## src/rtl/cpu_pkg.sv

```systemverilog
// Shared CPU constants and the IF/ID pipeline payload type.
package cpu_pkg;

  localparam int unsigned WORD_W = 32;

  localparam logic [WORD_W-1:0] NOP_INSTR        = 32'h0000_0000;
  localparam logic [WORD_W-1:0] RESET_PC_DEFAULT = 32'h0000_0000;
  localparam logic [WORD_W-1:0] PC_STEP          = 32'd4;

  typedef struct packed {
    logic [WORD_W-1:0] instr;
    logic [WORD_W-1:0] pc;
    logic [WORD_W-1:0] pc_plus4;
    logic              valid;
  } ifid_t;

endpackage

```

## src/rtl/instr_fetch_ifid_reg.sv

```systemverilog
// IF/ID pipeline register: load a full entry, kill only the valid bit, or hold.
module ifid_reg
  import cpu_pkg::*;
(
  input  logic  clk,
  input  logic  rst,
  input  logic  load,
  input  logic  kill,
  input  ifid_t d,
  output ifid_t q
);

  // kill wins over load so a squash never lets a fetched word through
  always_ff @(posedge clk or posedge rst) begin
    if (rst) begin
      q <= '0;
    end else if (kill) begin
      q.valid <= 1'b0;
    end else if (load) begin
      q <= d;
    end
  end

endmodule

```

## src/rtl/instr_fetch.sv

```systemverilog
// Fetch stage: owns the PC, addresses instruction memory and fills IF/ID,
// honouring redirect > flush > stall priority with sticky fault reporting.
module instr_fetch
  import cpu_pkg::*;
#(
  parameter logic [31:0] RESET_PC = RESET_PC_DEFAULT,
  parameter int unsigned IM_DEPTH = 32
) (
  input  logic        clk,
  input  logic        rst,
  output logic [31:0] im_addr,
  input  logic [31:0] im_instr,
  input  logic        stall,
  input  logic        flush,
  input  logic        redirect_valid,
  input  logic [31:0] redirect_pc,
  output logic [31:0] ifid_instr,
  output logic [31:0] ifid_pc,
  output logic [31:0] ifid_pc_plus4,
  output logic        ifid_valid,
  output logic        fetch_fault,
  output logic [31:0] fetch_count
);

  logic [WORD_W-1:0] pc;
  logic [WORD_W-1:0] pc_next;
  logic              in_range;
  logic              advance;
  logic              kill;
  logic              fault_set;
  ifid_t             ifid_d;
  ifid_t             ifid_q;

  assign im_addr  = pc;
  assign in_range = (pc >> 2) < WORD_W'(IM_DEPTH);
  assign advance  = !redirect_valid && !flush && !stall;
  assign kill     = redirect_valid || flush;

  // Out-of-range fetches deliver a NOP marked invalid and leave the PC parked
  assign ifid_d.instr    = in_range ? im_instr : NOP_INSTR;
  assign ifid_d.pc       = pc;
  assign ifid_d.pc_plus4 = pc + PC_STEP;
  assign ifid_d.valid    = in_range;

  assign fault_set = (redirect_valid && (redirect_pc[1:0] != 2'b00)) ||
                     (advance && !in_range);

  always_comb begin
    pc_next = pc;
    if (redirect_valid) begin
      pc_next = {redirect_pc[31:2], 2'b00};
    end else if (advance && in_range) begin
      pc_next = pc + PC_STEP;
    end
  end

  always_ff @(posedge clk or posedge rst) begin
    if (rst) begin
      pc          <= RESET_PC;
      fetch_fault <= 1'b0;
      fetch_count <= '0;
    end else begin
      pc <= pc_next;
      if (fault_set) begin
        fetch_fault <= 1'b1;
      end
      if (advance && in_range && (fetch_count != '1)) begin
        fetch_count <= fetch_count + 32'd1;
      end
    end
  end

  ifid_reg u_ifid_reg (
    .clk  (clk),
    .rst  (rst),
    .load (advance),
    .kill (kill),
    .d    (ifid_d),
    .q    (ifid_q)
  );

  assign ifid_instr    = ifid_q.instr;
  assign ifid_pc       = ifid_q.pc;
  assign ifid_pc_plus4 = ifid_q.pc_plus4;
  assign ifid_valid    = ifid_q.valid;

endmodule
```

## config.mk

```make
export PLATFORM = sky130hd
export DESIGN_NAME = instr_fetch
export DESIGN_NICKNAME = d
export VERILOG_FILES = /design/src/rtl/cpu_pkg.sv /design/src/rtl/instr_fetch_ifid_reg.sv /design/src/rtl/instr_fetch.sv
export SDC_FILE = /design/constraint.sdc
export NUM_CORES = 1
export LEC_CHECK = 0
export CORE_ASPECT_RATIO = 1.4
export CORE_UTILIZATION = 50
export DETAILED_ROUTE_END_ITERATION = 8
export PLACE_DENSITY = 0.86
export SLEW_MARGIN = 30
export SYNTH_ARGS = -nofsm -noshare
export SYNTH_HDL_FRONTEND = slang
export SYNTH_SLANG_ARGS = --single-unit
```

## constraint.sdc

```tcl
create_clock -name clk -period 9.21 [get_ports clk]
set_input_delay 1.842 -clock clk [delete_from_list [all_inputs] [get_ports clk]]
set_output_delay 1.842 -clock clk [all_outputs]
set_load 0.05 [all_outputs]
```

[Word level (Yosys, flattened, before mapping)]
Cells that the tools add are included.
Storage, ports and cells
  output and inout bits: 162
  register bits: 162
Operators by class
  bitwise operators: 1
  magnitude comparators: 1
  add/sub/neg operators: 2
  mux-type cells: 5
  equal/unequal tests: 1
  reductions and logical operators: 16
Operators by type and width (number)
  32-bit 2-to-1 mux: 3
  32-bit by 1-bit adder with 32-bit output, second input constant: 1
  32-bit by 3-bit adder with 32-bit output, second input constant: 1
  32-bit inequality test, second input constant: 1
  30-bit by 6-bit < comparator with 1-bit output, second input constant: 1
  1-bit logical AND: 6
  2-bit nonzero test: 3
  1-bit logical NOT: 4
  1-bit logical OR: 2
  1-bit 2-to-1 mux: 2
  2-bit AND reduction: 1
  1-bit NOT: 1

[Logic depth before layout (Yosys ltp)]
  depth in word-level cells: 6
  gate-level depth with buffers: 9

[By module]
A second synthesis with hierarchy kept.
Unflattened totals
  cell total of the unflattened synthesis: 594
  area total of the unflattened synthesis: 7671.1 um^2
Modules (own cells, without submodules)
  ifid_reg: instances 1, cells an instance 208, area an instance 3838.7 um^2
  instr_fetch: instances 1, cells an instance 386, area an instance 3832.4 um^2

[Worst setup path before layout]
No wires, ideal clock.
  kind: in2reg
  from: in redirect_valid
  to: reg fetch_count[28]
  buffers on the path: 3
  slack: 5308 ps
  arrival time: 3820 ps
  required time: 9128 ps
  stages: 8
  cells stage by stage: buf_6 -> or3_1 -> buf_2 -> or4_1 -> buf_2 -> or3_4 -> nor4_4 -> xor2_1
Between the ends
  longest elaborated chain between the ends: 5
Ends and longest elaborated chain
  start, declared: RTL line instr_fetch.sv:15  | input logic redirect_valid,
  1-bit logical NOT: RTL line instr_fetch.sv:36  | assign advance = !redirect_valid && !flush && !stall;
  1-bit logical AND (2 in series): RTL line instr_fetch.sv:36
  1-bit logical AND (2 in series): RTL line instr_fetch.sv:67  | if (advance && in_range && (fetch_count != '1)) begin
  end signal, assigned: RTL line instr_fetch.sv:68  | fetch_count <= fetch_count + 32'd1;
  end, declared: RTL line instr_fetch.sv:22  | output logic [31:0] fetch_count
Every way passes these cells.
A chain may end at the register's enable or synchronous reset.

[Final worst setup path]
  from: in flush
  to: reg fetch_count[1]
Between the ends
  longest elaborated chain between the ends: 5
Ends and longest elaborated chain
  start, declared: RTL line instr_fetch.sv:14  | input logic flush,
  1-bit logical NOT: RTL line instr_fetch.sv:36
  1-bit logical AND (2 in series): RTL line instr_fetch.sv:36
  1-bit logical AND (2 in series): RTL line instr_fetch.sv:67
Every way passes these cells.

==> flow_summary.toml <==
[synth]
largest_family_of_logic_cells_by_synthesized_area = "simple AND/OR/NAND/NOR gates"
synthTopCellsByArea = "sky130_fd_sc_hd__dfrtp_1 (54%), sky130_fd_sc_hd__nand2_1 (10%), sky130_fd_sc_hd__nand3_1 (4.2%)"
netlist.area_leader.share_pct = 54.5
synth.distinct_cells = 42
post_synth_xor_area_fraction_pct = 7.33
syn-instance-count = 727
synth_seq_area_share_pct = 54.5
ys_seq_elements = 156
yosys.area_share.simple_pct = 23.5
synth_compound_area_share_pct = 3.60
postSynthAreaPerCell_um2 = 9.86
synth-edff-count = 0
area_share_of_fa_ha_maj_cells_after_synthesis_pct = 0.349
muxShareOfSynthArea_pct = 4.37
netlist.top_cell.by_area = "sky130_fd_sc_hd__dfrtp_1"
netlist_area_before_placement_um2 = 7170
number_of_warnings_printed_during_yosys_synthesis = 0
postSynth.topFlopCell = "sky130_fd_sc_hd__dfrtp_1"
async_flop_share_pct = 100

[placed_design]
dpl.hpwl_mm = 12.9
place_congestion = 0.901
place.port_buffers = 224
place_inst = 1074

[clocking]
cts.hold.buffers_added = 0
cts.sinks = 156
clock_tree_from_tritoncts = "done"
root_buffer = "sky130_fd_sc_hd__clkbuf_16"
total_cts_buffers = 17
ctsResizeCount = 0
cts-htree-levels = 4
postCtsSetupRepairBufs = 0
clockBufferDepth = 2
worst_skew_pair.late_latency_ns = 0.41
clk_pin_slew_ns = 0.06

[timing]
slew_headroom_pct = 44.3
hold_violations = 0
finalSetupViolCount = 0
final.setup.tns_ns = 0
finalCriticalPeriod_ns = 4.12
worst_clock_skew_ns = 0.0103
maxSlewViolCount = 0
maxClockFrequency_mhz = 243
min_period_over_period_pct = 44.8
rsz_0062_raised_after_global_routing = "false"
timing_worst_slew_pin_value_ns = 0.835

[critical_path]
critPathTopFamily = "simple AND/OR/NAND/NOR gates"
slowest_stage = "sky130_fd_sc_hd__or4_1"
end_kind = "flip-flop"
critPathBufInv = 1
cp_data_arrival_time_ns = 4.42
crit_path_cell_trace = "clkdlybuf4s50_1, or3_4, or4_1, nor2_4, nand2_1, mux2_1"
critical_path_data_required_time_ns = 9.51
crit_path_start_kind = "primary input"
critical_path_class = "in2reg"
crit_path_max_fanout = 19
max_stage_delay_ns = 0.70

[run_status]
outcome = "completed"

[detailed_routing]
drt_first_pass_iters = 5
drt.antenna.violating_nets = 0
routed_via_density = 5.28
dr.first_iter.drc_count = 267
routedWlPerCell_um = 17.2
finalWirelength_mm = 19.1
vias = 5841
drt_drc_violations_left = 0

[hold_path]
min-delay-path-class = "reg2reg"

[layout]
antenna_cells = 0
layout_cells_sized_above_1_pct = 8.47
final-instance-count-excl-fill = 1106
nets = 979
synthToLayoutAreaGrowth_pct = 39.5

[floorplan]
io_pins = 231
core.rowCount = 51
core_area_um2 = 14000
floorplan.die.height_um = 144
dieArea_um2 = 14800
die_w_um = 103
start_util_pct = 51.3

[grt]
grt_first_pass_wirelength_mm = 29.1
grtUsageTotal_pct = 26.0
initial_antenna_violation_count = 0
grt_max_degree = 113
sum_of_overflow_across_all_layers_after_global_routing = 0
grt_pass1_vias = 5624

[job]
max_cap_violations = 0

[pwr]
power_density_nw_per_um2 = 210
vdd.ir_drop.worst_mv = 0.101
p_leak_nw = 4.46
==> cells in the final DEF, fill, tap and decap left out, types with 3 or more instances in the layout <==
master,instances
sky130_fd_sc_hd__nand2_1,197
sky130_fd_sc_hd__nor3_2,4
sky130_fd_sc_hd__o21ai_0,23
sky130_fd_sc_hd__dfrtp_1,156
sky130_fd_sc_hd__conb_1,6
sky130_fd_sc_hd__clkinvlp_4,3
sky130_fd_sc_hd__xnor2_1,33
sky130_fd_sc_hd__bufinv_16,6
sky130_fd_sc_hd__clkdlybuf4s50_1,223
sky130_fd_sc_hd__nand4_1,27
sky130_fd_sc_hd__buf_4,5
sky130_fd_sc_hd__inv_1,8
sky130_fd_sc_hd__mux2_2,24
sky130_fd_sc_hd__o21ai_1,14
sky130_fd_sc_hd__nor4_4,3
sky130_fd_sc_hd__nor4_1,7
sky130_fd_sc_hd__nor2_1,10
sky130_fd_sc_hd__and3_1,12
sky130_fd_sc_hd__and4_1,8
sky130_fd_sc_hd__xor2_1,27
sky130_fd_sc_hd__nor3_1,10
sky130_fd_sc_hd__clkbuf_16,17
sky130_fd_sc_hd__nand3_1,60
sky130_fd_sc_hd__inv_6,3
==> synthesized netlist by cell type, types with 2 or more instances <==
cell type,n
sky130_fd_sc_hd__and4_1,8
sky130_fd_sc_hd__nand4_1,27
sky130_fd_sc_hd__xnor2_1,33
sky130_fd_sc_hd__nand3_1,60
sky130_fd_sc_hd__or3_1,2
sky130_fd_sc_hd__buf_4,36
sky130_fd_sc_hd__a21oi_1,2
sky130_fd_sc_hd__clkbuf_1,32
sky130_fd_sc_hd__nand2_1,197
sky130_fd_sc_hd__o21ai_0,23
sky130_fd_sc_hd__mux2i_1,2
sky130_fd_sc_hd__nor2_1,10
sky130_fd_sc_hd__or4_1,2
sky130_fd_sc_hd__ha_1,2
sky130_fd_sc_hd__or2_2,2
sky130_fd_sc_hd__o21ai_1,14
sky130_fd_sc_hd__nor3_1,11
sky130_fd_sc_hd__dfrtp_1,156
sky130_fd_sc_hd__and2_1,2
sky130_fd_sc_hd__nor3_2,3
sky130_fd_sc_hd__buf_2,4
sky130_fd_sc_hd__a32oi_1,2
sky130_fd_sc_hd__inv_1,9
sky130_fd_sc_hd__o21a_1,2
sky130_fd_sc_hd__xor2_1,27
sky130_fd_sc_hd__mux2_1,2
sky130_fd_sc_hd__nor4_1,8
sky130_fd_sc_hd__mux2_2,24
sky130_fd_sc_hd__and3_1,12
==> metal layers <==
layer / wire (µm) / up-vias / track usage, %
li1: - / 2778 / -
met1: 7060 / 2820 / 29.8
met2: 10000 / 213 / 43.6
met3: 1510 / 30 / 8.61
met4: 476 / 0 / 12.0
met5: 0 / - / 0
==> power breakdown <==
| part | switching (W) | leakage, nW | internal, W |
|---|---|---|---|
| Combinational | 0.000329 | 2.12 | 0.000167 |
| Sequential | 0.0000567 | 2.02 | 0.000747 |
| Clock | 0.000286 | 0.320 | 0.000519 |
| Total | 0.000671 | 4.46 | 0.00143 |
==> worst paths after layout <==
| path | from | end | slack [ns] | cells past startpoint |
|---|---|---|---|---|
| hold reg to reg | u_ifid_reg.q[87] | u_ifid_reg.q[87] | 0.46 | 2 |
| min in group asynchronous | rst | u_ifid_reg.q[80] | 1.95 | 2 |
| setup / recovery | flush | fetch_count[1] | 5.09 | 6 |
| setup reg to reg | im_addr[10] | fetch_count[1] | 6.35 | 5 |
| hold / removal | u_ifid_reg.q[87] | u_ifid_reg.q[87] | 0.46 | 2 |
| max in group asynchronous | rst | im_addr[31] | 5.85 | 3 |
==> worst min-delay path, cell delays in order, from the launching register on <==
cell and delay, ns:
sky130_fd_sc_hd__dfrtp_1 0.34, sky130_fd_sc_hd__nand2_1 0.05, sky130_fd_sc_hd__nand2_1 0.05
==> metrics by stage <==
step	hold slack [ns]	worst slack [ns]	power [W]	area [µm²]	util, %
final	0.462	5.09	0.00210	10000	71.6
after global routing	0.494	4.95	0.00218	10000	71.6
after CTS	0.468	5.10	0.00212	9990	71.5
after detailed placement	0.455	4.65	0.00131	9310	66.6
after global placement	0.447	4.70	0.00131	9310	66.6
after floorplan	0.519	3.16	0.00114	7180	-
==> state kept, by name, summed over array words and instances, names as in the netlist <==
register      count
u_ifid_reg.q     93
fetch_fault       1
fetch_count      32
im_addr          30
==> area by class of cell <==
cell class,count,area [µm²]
Inverter,9,38.8
Clock inverter,13,238
Multi-Input combinational cell,494,2860
Clock buffer,19,443
Sequential cell,156,3900
Fill cell,961,3980
Tap cell,185,231
Timing Repair Buffer,230,2290
==> logic make-up (layout without fill, tap and decap cells) <==
kind of cell               count (synthesis)  after routing
and+or+nand+nor                          352            352
DFF                                      156            156
buffers and inverters                     82            271
xor gates and xnor gates                  60             60
AOI/OAI and AO/OA                         46             46
muxes                                     28             28
adders and majority gates                  2              2
other                                      1              6
Power figures use the tool's default switching activity.
